<file path="src/rtl/cgra_config_pkg.sv">
// Shared definitions for the CGRA configuration word assembler.
package cgra_config_pkg;

    localparam int CWA_WORD_WIDTH       = 32;
    localparam int CWA_WORDS_PER_CONFIG = 5;

    typedef enum logic [1:0] {
        ST_IDLE    = 2'd0,
        ST_COLLECT = 2'd1,
        ST_EMIT    = 2'd2,
        ST_DONE    = 2'd3
    } cwa_state_e;

endpackage : cgra_config_pkg

</file>
<file path="src/rtl/config_word_assembler.sv">
// Packs a stream of fetched memory words into wide CGRA configuration words
// and presents each one on a valid/ready handshake until the run is exhausted.
module config_word_assembler
    import cgra_config_pkg::*;
#(
    parameter int WORD_WIDTH       = CWA_WORD_WIDTH,
    parameter int WORDS_PER_CONFIG = CWA_WORDS_PER_CONFIG,
    parameter int SIZE_WIDTH       = 16
) (
    input  logic                                 clk_i,
    input  logic                                 rst_ni,
    input  logic                                 start_i,
    input  logic                                 clear_i,
    input  logic [SIZE_WIDTH-1:0]                data_config_size_i,
    input  logic [WORD_WIDTH-1:0]                word_i,
    input  logic                                 word_valid_i,
    output logic                                 word_ready_o,
    output logic [WORD_WIDTH*WORDS_PER_CONFIG-1:0] configuration_word_o,
    output logic                                 config_valid_o,
    input  logic                                 config_ready_i,
    output logic                                 busy_o,
    output logic                                 done_o,
    output logic [SIZE_WIDTH-1:0]                words_accepted_o
);

    localparam int SLOT_W = (WORDS_PER_CONFIG > 1) ? $clog2(WORDS_PER_CONFIG + 1) : 1;
    localparam logic [SLOT_W-1:0] LAST_SLOT = SLOT_W'(WORDS_PER_CONFIG - 1);

    cwa_state_e                            r_state;
    cwa_state_e                            w_state_next;
    logic [WORD_WIDTH*WORDS_PER_CONFIG-1:0] r_buffer;
    logic [SLOT_W-1:0]                     r_slot;
    logic [SIZE_WIDTH-1:0]                 r_remaining;
    logic [SIZE_WIDTH-1:0]                 r_words_accepted;

    logic w_collect_ready;
    logic w_transfer;
    logic w_group_end;
    logic w_start_accept;
    logic w_emit_refill;

    // Ready is withheld at remaining == 0 so the down-counter can never wrap.
    assign w_collect_ready = (r_state == ST_COLLECT) && (r_remaining != '0);
    assign w_transfer      = word_valid_i && w_collect_ready;
    assign w_group_end     = w_transfer &&
                             ((r_slot == LAST_SLOT) || (r_remaining == SIZE_WIDTH'(1)));
    assign w_emit_refill   = (r_state == ST_EMIT) && config_ready_i && (r_remaining != '0);

    assign word_ready_o         = w_collect_ready;
    assign configuration_word_o = r_buffer;
    assign words_accepted_o     = r_words_accepted;

    // NOTE: every signal written here gets a default first, otherwise an
    // unassigned path through the case infers a latch.
    always_comb begin
        w_state_next   = r_state;
        w_start_accept = 1'b0;
        busy_o         = 1'b0;
        done_o         = 1'b0;
        config_valid_o = 1'b0;

        unique case (r_state)
            ST_IDLE: begin
                w_start_accept = start_i;
            end
            ST_COLLECT: begin
                busy_o = 1'b1;
                if (w_group_end) w_state_next = ST_EMIT;
            end
            ST_EMIT: begin
                busy_o         = 1'b1;
                config_valid_o = 1'b1;
                if (config_ready_i)
                    w_state_next = (r_remaining == '0) ? ST_DONE : ST_COLLECT;
            end
            ST_DONE: begin
                done_o         = 1'b1;
                w_start_accept = start_i;
            end
            default: w_state_next = ST_IDLE;
        endcase

        if (w_start_accept)
            w_state_next = (data_config_size_i == '0) ? ST_DONE : ST_COLLECT;
        if (clear_i)
            w_state_next = ST_IDLE;
    end

    // NOTE: sequential state uses non-blocking assignments so every register
    // samples pre-edge values regardless of statement order.
    always_ff @(posedge clk_i or negedge rst_ni) begin
        if (!rst_ni) r_state <= ST_IDLE;
        else         r_state <= w_state_next;
    end

    // NOTE: the assembly buffer is reset because it drives the output word,
    // which must read as zero after reset and after an abort.
    always_ff @(posedge clk_i or negedge rst_ni) begin
        if (!rst_ni) begin
            r_buffer         <= '0;
            r_slot           <= '0;
            r_remaining      <= '0;
            r_words_accepted <= '0;
        end else if (clear_i) begin
            r_buffer         <= '0;
            r_slot           <= '0;
            r_remaining      <= '0;
            r_words_accepted <= '0;
        end else if (w_start_accept) begin
            r_buffer         <= '0;
            r_slot           <= '0;
            r_remaining      <= data_config_size_i;
            r_words_accepted <= '0;
        end else if (w_transfer) begin
            r_buffer[r_slot*WORD_WIDTH +: WORD_WIDTH] <= word_i;
            r_slot           <= r_slot + SLOT_W'(1);
            r_remaining      <= r_remaining - SIZE_WIDTH'(1);
            r_words_accepted <= r_words_accepted + SIZE_WIDTH'(1);
        end else if (w_emit_refill) begin
            // Next group starts from an empty buffer so a short tail reads as zero.
            r_buffer <= '0;
            r_slot   <= '0;
        end
    end

endmodule : config_word_assembler

</file>
<file path="config.mk">
export PLATFORM = sky130hd
export DESIGN_NAME = config_word_assembler
export DESIGN_NICKNAME = d
export VERILOG_FILES = /design/src/rtl/cgra_config_pkg.sv /design/src/rtl/config_word_assembler.sv
export SDC_FILE = /design/constraint.sdc
export NUM_CORES = 1
export LEC_CHECK = 0
export ABC_CLOCK_PERIOD_IN_PS = 3500
export BUFFER_PORTS_ARGS = -buffer_cell sky130_fd_sc_hd__buf_2
export CORE_MARGIN = 3
export CORE_UTILIZATION = 40
export CTS_CLUSTER_DIAMETER = 50
export CTS_CLUSTER_SIZE = 24
export DETAILED_ROUTE_END_ITERATION = 16
export PLACE_DENSITY = 0.63
export SLEW_MARGIN = 0
export SYNTH_ARGS = -nofsm -noshare
export SYNTH_HDL_FRONTEND = slang
export SYNTH_SLANG_ARGS = --single-unit
</file>
<file path="constraint.sdc">
create_clock -name clk_i -period 3.5 [get_ports clk_i]
set_clock_uncertainty 0.2 [all_clocks]
set_input_delay 0.525 -clock clk_i [delete_from_list [all_inputs] [get_ports clk_i]]
set_output_delay 0.525 -clock clk_i [all_outputs]
set_load 0.005 [all_outputs]
</file>
==> results.md <==
* Max frequency at 318 MHz
* Adder-cell share of the synthesized area at 0.0206
* Status: finished clean
* VDD IR max at 272 µV
* Simple-gate portion of the synthesized area at 0.125
* CP arrival at 3.24 ns
* Num CTS Buffers at 17
* Seq/Total Area, Yosys at 0.579
* Final Cycle Share at 0.899
* Initial antenna violation count at 0
* HPWL after DPL at 17.1 mm
* Synth cell types at 52
* Asr flop ratio synth at 1.00
* Mapped Area at 0.00852 mm²
* Router iterations before antenna repair at 7
* Longest Clk Path Bufs at 2
* Synth Instances at 753
* Max Slew Vio Count at 0
* # IOs at 234
* Dpl cells at 1,220
* Chip height at 152 µm
* RSZ-0062 raised after global routing: no
* HP Class: input pin to register
* Pwr dens at 576 mW/mm²
* CTS tree: built
* Placeable Area at 0.0206 mm²
* Nets at 1,038
* CP Max Fanout at 32
* GRT met2 Usage at 0.357
* Post-synthesis mux area share at 0.00250
* Critical Path RT at 3.59 ns
* Largest net degree at the start of global routing at 88
* Synth Area in Compound Gates at 0.211
* Post-CTS resize count at 0
* Postcts setup bufs at 0
* Placed cell area at 0.00998 mm²
* Cts hold-fix bufs at 1
* Die width at 152 µm
* Fin crit period at 3.15 ns
* Post-Synth XOR/XNOR Area at 0.0195
* Htree depth at 4
* Global route total overflow at 0
* Total chip power at 6.11 mW
* Avg Cell Area, Syn at 11.3 µm²
* Max-Cap Viols at 0
* Start-to-end type of the worst setup path: register to register
* Clock latency on the worst-skew pair at 0.43 ns
* First-pass GRT wire length at 41.6 mm
* Met3 Use GR at 0.0685
* Slew headroom at 0.252
* Design Area, Final at 0.0106 mm²
* Via count at 6,997
* TNS Setup at 0 ns
* Post-Syn Nets at 821
* IO Port Bufs at 233
* Layout cells sized above 1 at 0.304
* Worst Tran Pin Value at 1.12 ns
* CTS root buffer: clkbuf_16
* Tot GR Track Use at 0.222
* Yosys top cell area share at 0.579
* Layout area overhead at 24.5%
* CP Capture Type: register
* Setup WS pre-CTS at 0.371 ns
* Min Hold Slack at 0.179 ns
* Gp weighted congestion at 0.818
* Routed WL per cell at 20.4 µm
* Grt met1 use at 0.301
* Syn. warnings at 0
* Vias/cell at 5.58
* Endpoints failing setup at 0
* DR iter-0 viols at 455
* Die ar. at 0.0231 mm²
* DRC Markers at 0
* Number of synthesized flops with an enable pin at 0
* Layout Utilization at 0.516
* Worst setup margin at 0.352 ns
* Yosys reg bits at 197
* Setup crit start kind: register
* Leakage Power at 5.31 nW
* Final wirelength at 25.6 mm
* Synth top area cells: dfrtp_1, a22oi_1, a22o_1
* Vias in the first global route at 7,240
* Initial Util at 0.414
* GR peak layer: met2
* Diodes inserted at 0
* Final non-filler cell total at 1,253
* Yosys top cell by area: dfrtp_1
* Hold Violations, Final at 0
* Largest family of logic cells by synthesized area: compound AO/OA/AOI/OAI gates
* Post-DRT Antenna Nets at 0
* Sink Count at 197
* Clock-pin slew of the registers on the worst-case setup and hold paths at 0.08 ns
* Ys flop type: dfrtp_1
* Rows at 52
power by group:
part,switching (mW),leakage [nW],internal (mW),total [mW]
clock network,0.955,0.297,1.09,2.05
logic,1.11,2.27,0.465,1.58
registers,0.108,2.74,2.38,2.48
total,2.17,5.31,3.93,6.11
layout make-up:
class / instances / area, µm²
Fill cell: 1890 / 9950
Sequential cell: 197 / 4930
Multi-Input combinational cell: 488 / 3310
Timing Repair Buffer: 254 / 1370
Clock buffer: 18 / 429
Tap cell: 270 / 338
Clock inverter: 14 / 190
Inverter: 12 / 45.0
worst paths after layout:
| path | slack, ns | from | end | depth (start not counted) |
|---|---|---|---|---|
| setup / recovery | 0.35 | r_slot[0] | configuration_word_o[140] | 8 |
| setup reg to reg | 0.35 | r_slot[0] | configuration_word_o[140] | 8 |
| hold / removal | 0.18 | word_i[20] | configuration_word_o[52] | 2 |
| hold reg to reg | 0.30 | configuration_word_o[61] | configuration_word_o[61] | 1 |
| min in group asynchronous | 0.48 | rst_ni | configuration_word_o[112] | 2 |
| max in group asynchronous | 1.72 | rst_ni | configuration_word_o[63] | 3 |
flip-flops by register name, summed over array words and instances (netlist names):
signal                count
configuration_word_o    160
r_remaining              16
r_slot                    3
r_state                   2
words_accepted_o         16
synth_stat cells, types with 3 or more instances:
| cell | instances |
|---|---|
| a211oi_1 | 17 |
| nor2_1 | 133 |
| nor3b_1 | 4 |
| o22ai_1 | 5 |
| a21oi_1 | 11 |
| o2111ai_1 | 5 |
| inv_1 | 12 |
| o31ai_1 | 3 |
| o21ai_0 | 8 |
| nand2b_1 | 5 |
| a22oi_1 | 96 |
| and2_1 | 4 |
| xor2_1 | 11 |
| ha_1 | 14 |
| or4_1 | 4 |
| buf_2 | 16 |
| a311oi_1 | 4 |
| dfrtp_1 | 197 |
| and3_1 | 5 |
| buf_6 | 8 |
| nand4_1 | 8 |
| clkbuf_1 | 26 |
| a22o_1 | 64 |
| nand3_1 | 5 |
| nand2_1 | 25 |
| or3_1 | 7 |
| xnor2_1 | 8 |
| o211ai_1 | 4 |
| buf_4 | 6 |
| nor4_1 | 9 |
placed cells by master (no fill, tap or decap), types with 5 or more instances in the layout:
cell,synthesis,final
xor2_1,11,11
nand2_1,25,25
a22oi_1,96,96
o2111ai_1,5,5
nor2_1,133,133
dfrtp_1,197,197
a21oi_1,11,11
buf_2,16,232
o21ai_0,8,8
a22o_1,64,64
buf_4,6,17
clkbuf_16,0,17
and3_1,5,5
a211oi_1,17,16
inv_1,12,12
inv_6,0,5
xnor2_1,8,8
ha_1,14,14
nand4_1,8,8
or3_1,7,7
nor4_1,9,9
nand3_1,5,5
cells by family (layout without fill, tap and decap cells):
group | after synthesis | in the layout
AOI/OAI and AO/OA | 231 | 231
and+or+nand+nor | 222 | 222
DFF | 197 | 197
buffers and inverters | 68 | 298
xor gates and xnor gates | 19 | 19
adders and majority gates | 14 | 14
muxes | 2 | 2
worst max-delay path, stage by stage (launching register included):
cell	delay [ns]
dfrtp_1	0.45
inv_1	0.13
ha_1	0.26
ha_1	0.34
nor3b_1	0.24
nor4b_1	0.56
o22ai_4	0.45
a22oi_1	0.29
nor2_1	0.07
layer usage:
| layer | part of all wire | wire, µm | vias up |
|---|---|---|---|
| met5 | 0 | 0 | - |
| met4 | 0.011 | 286 | 0 |
| met3 | 0.076 | 1960 | 17 |
| met2 | 0.47 | 12000 | 250 |
| met1 | 0.44 | 11400 | 3521 |
| li1 | - | - | 3209 |
(Power assumes the default switching activity.)
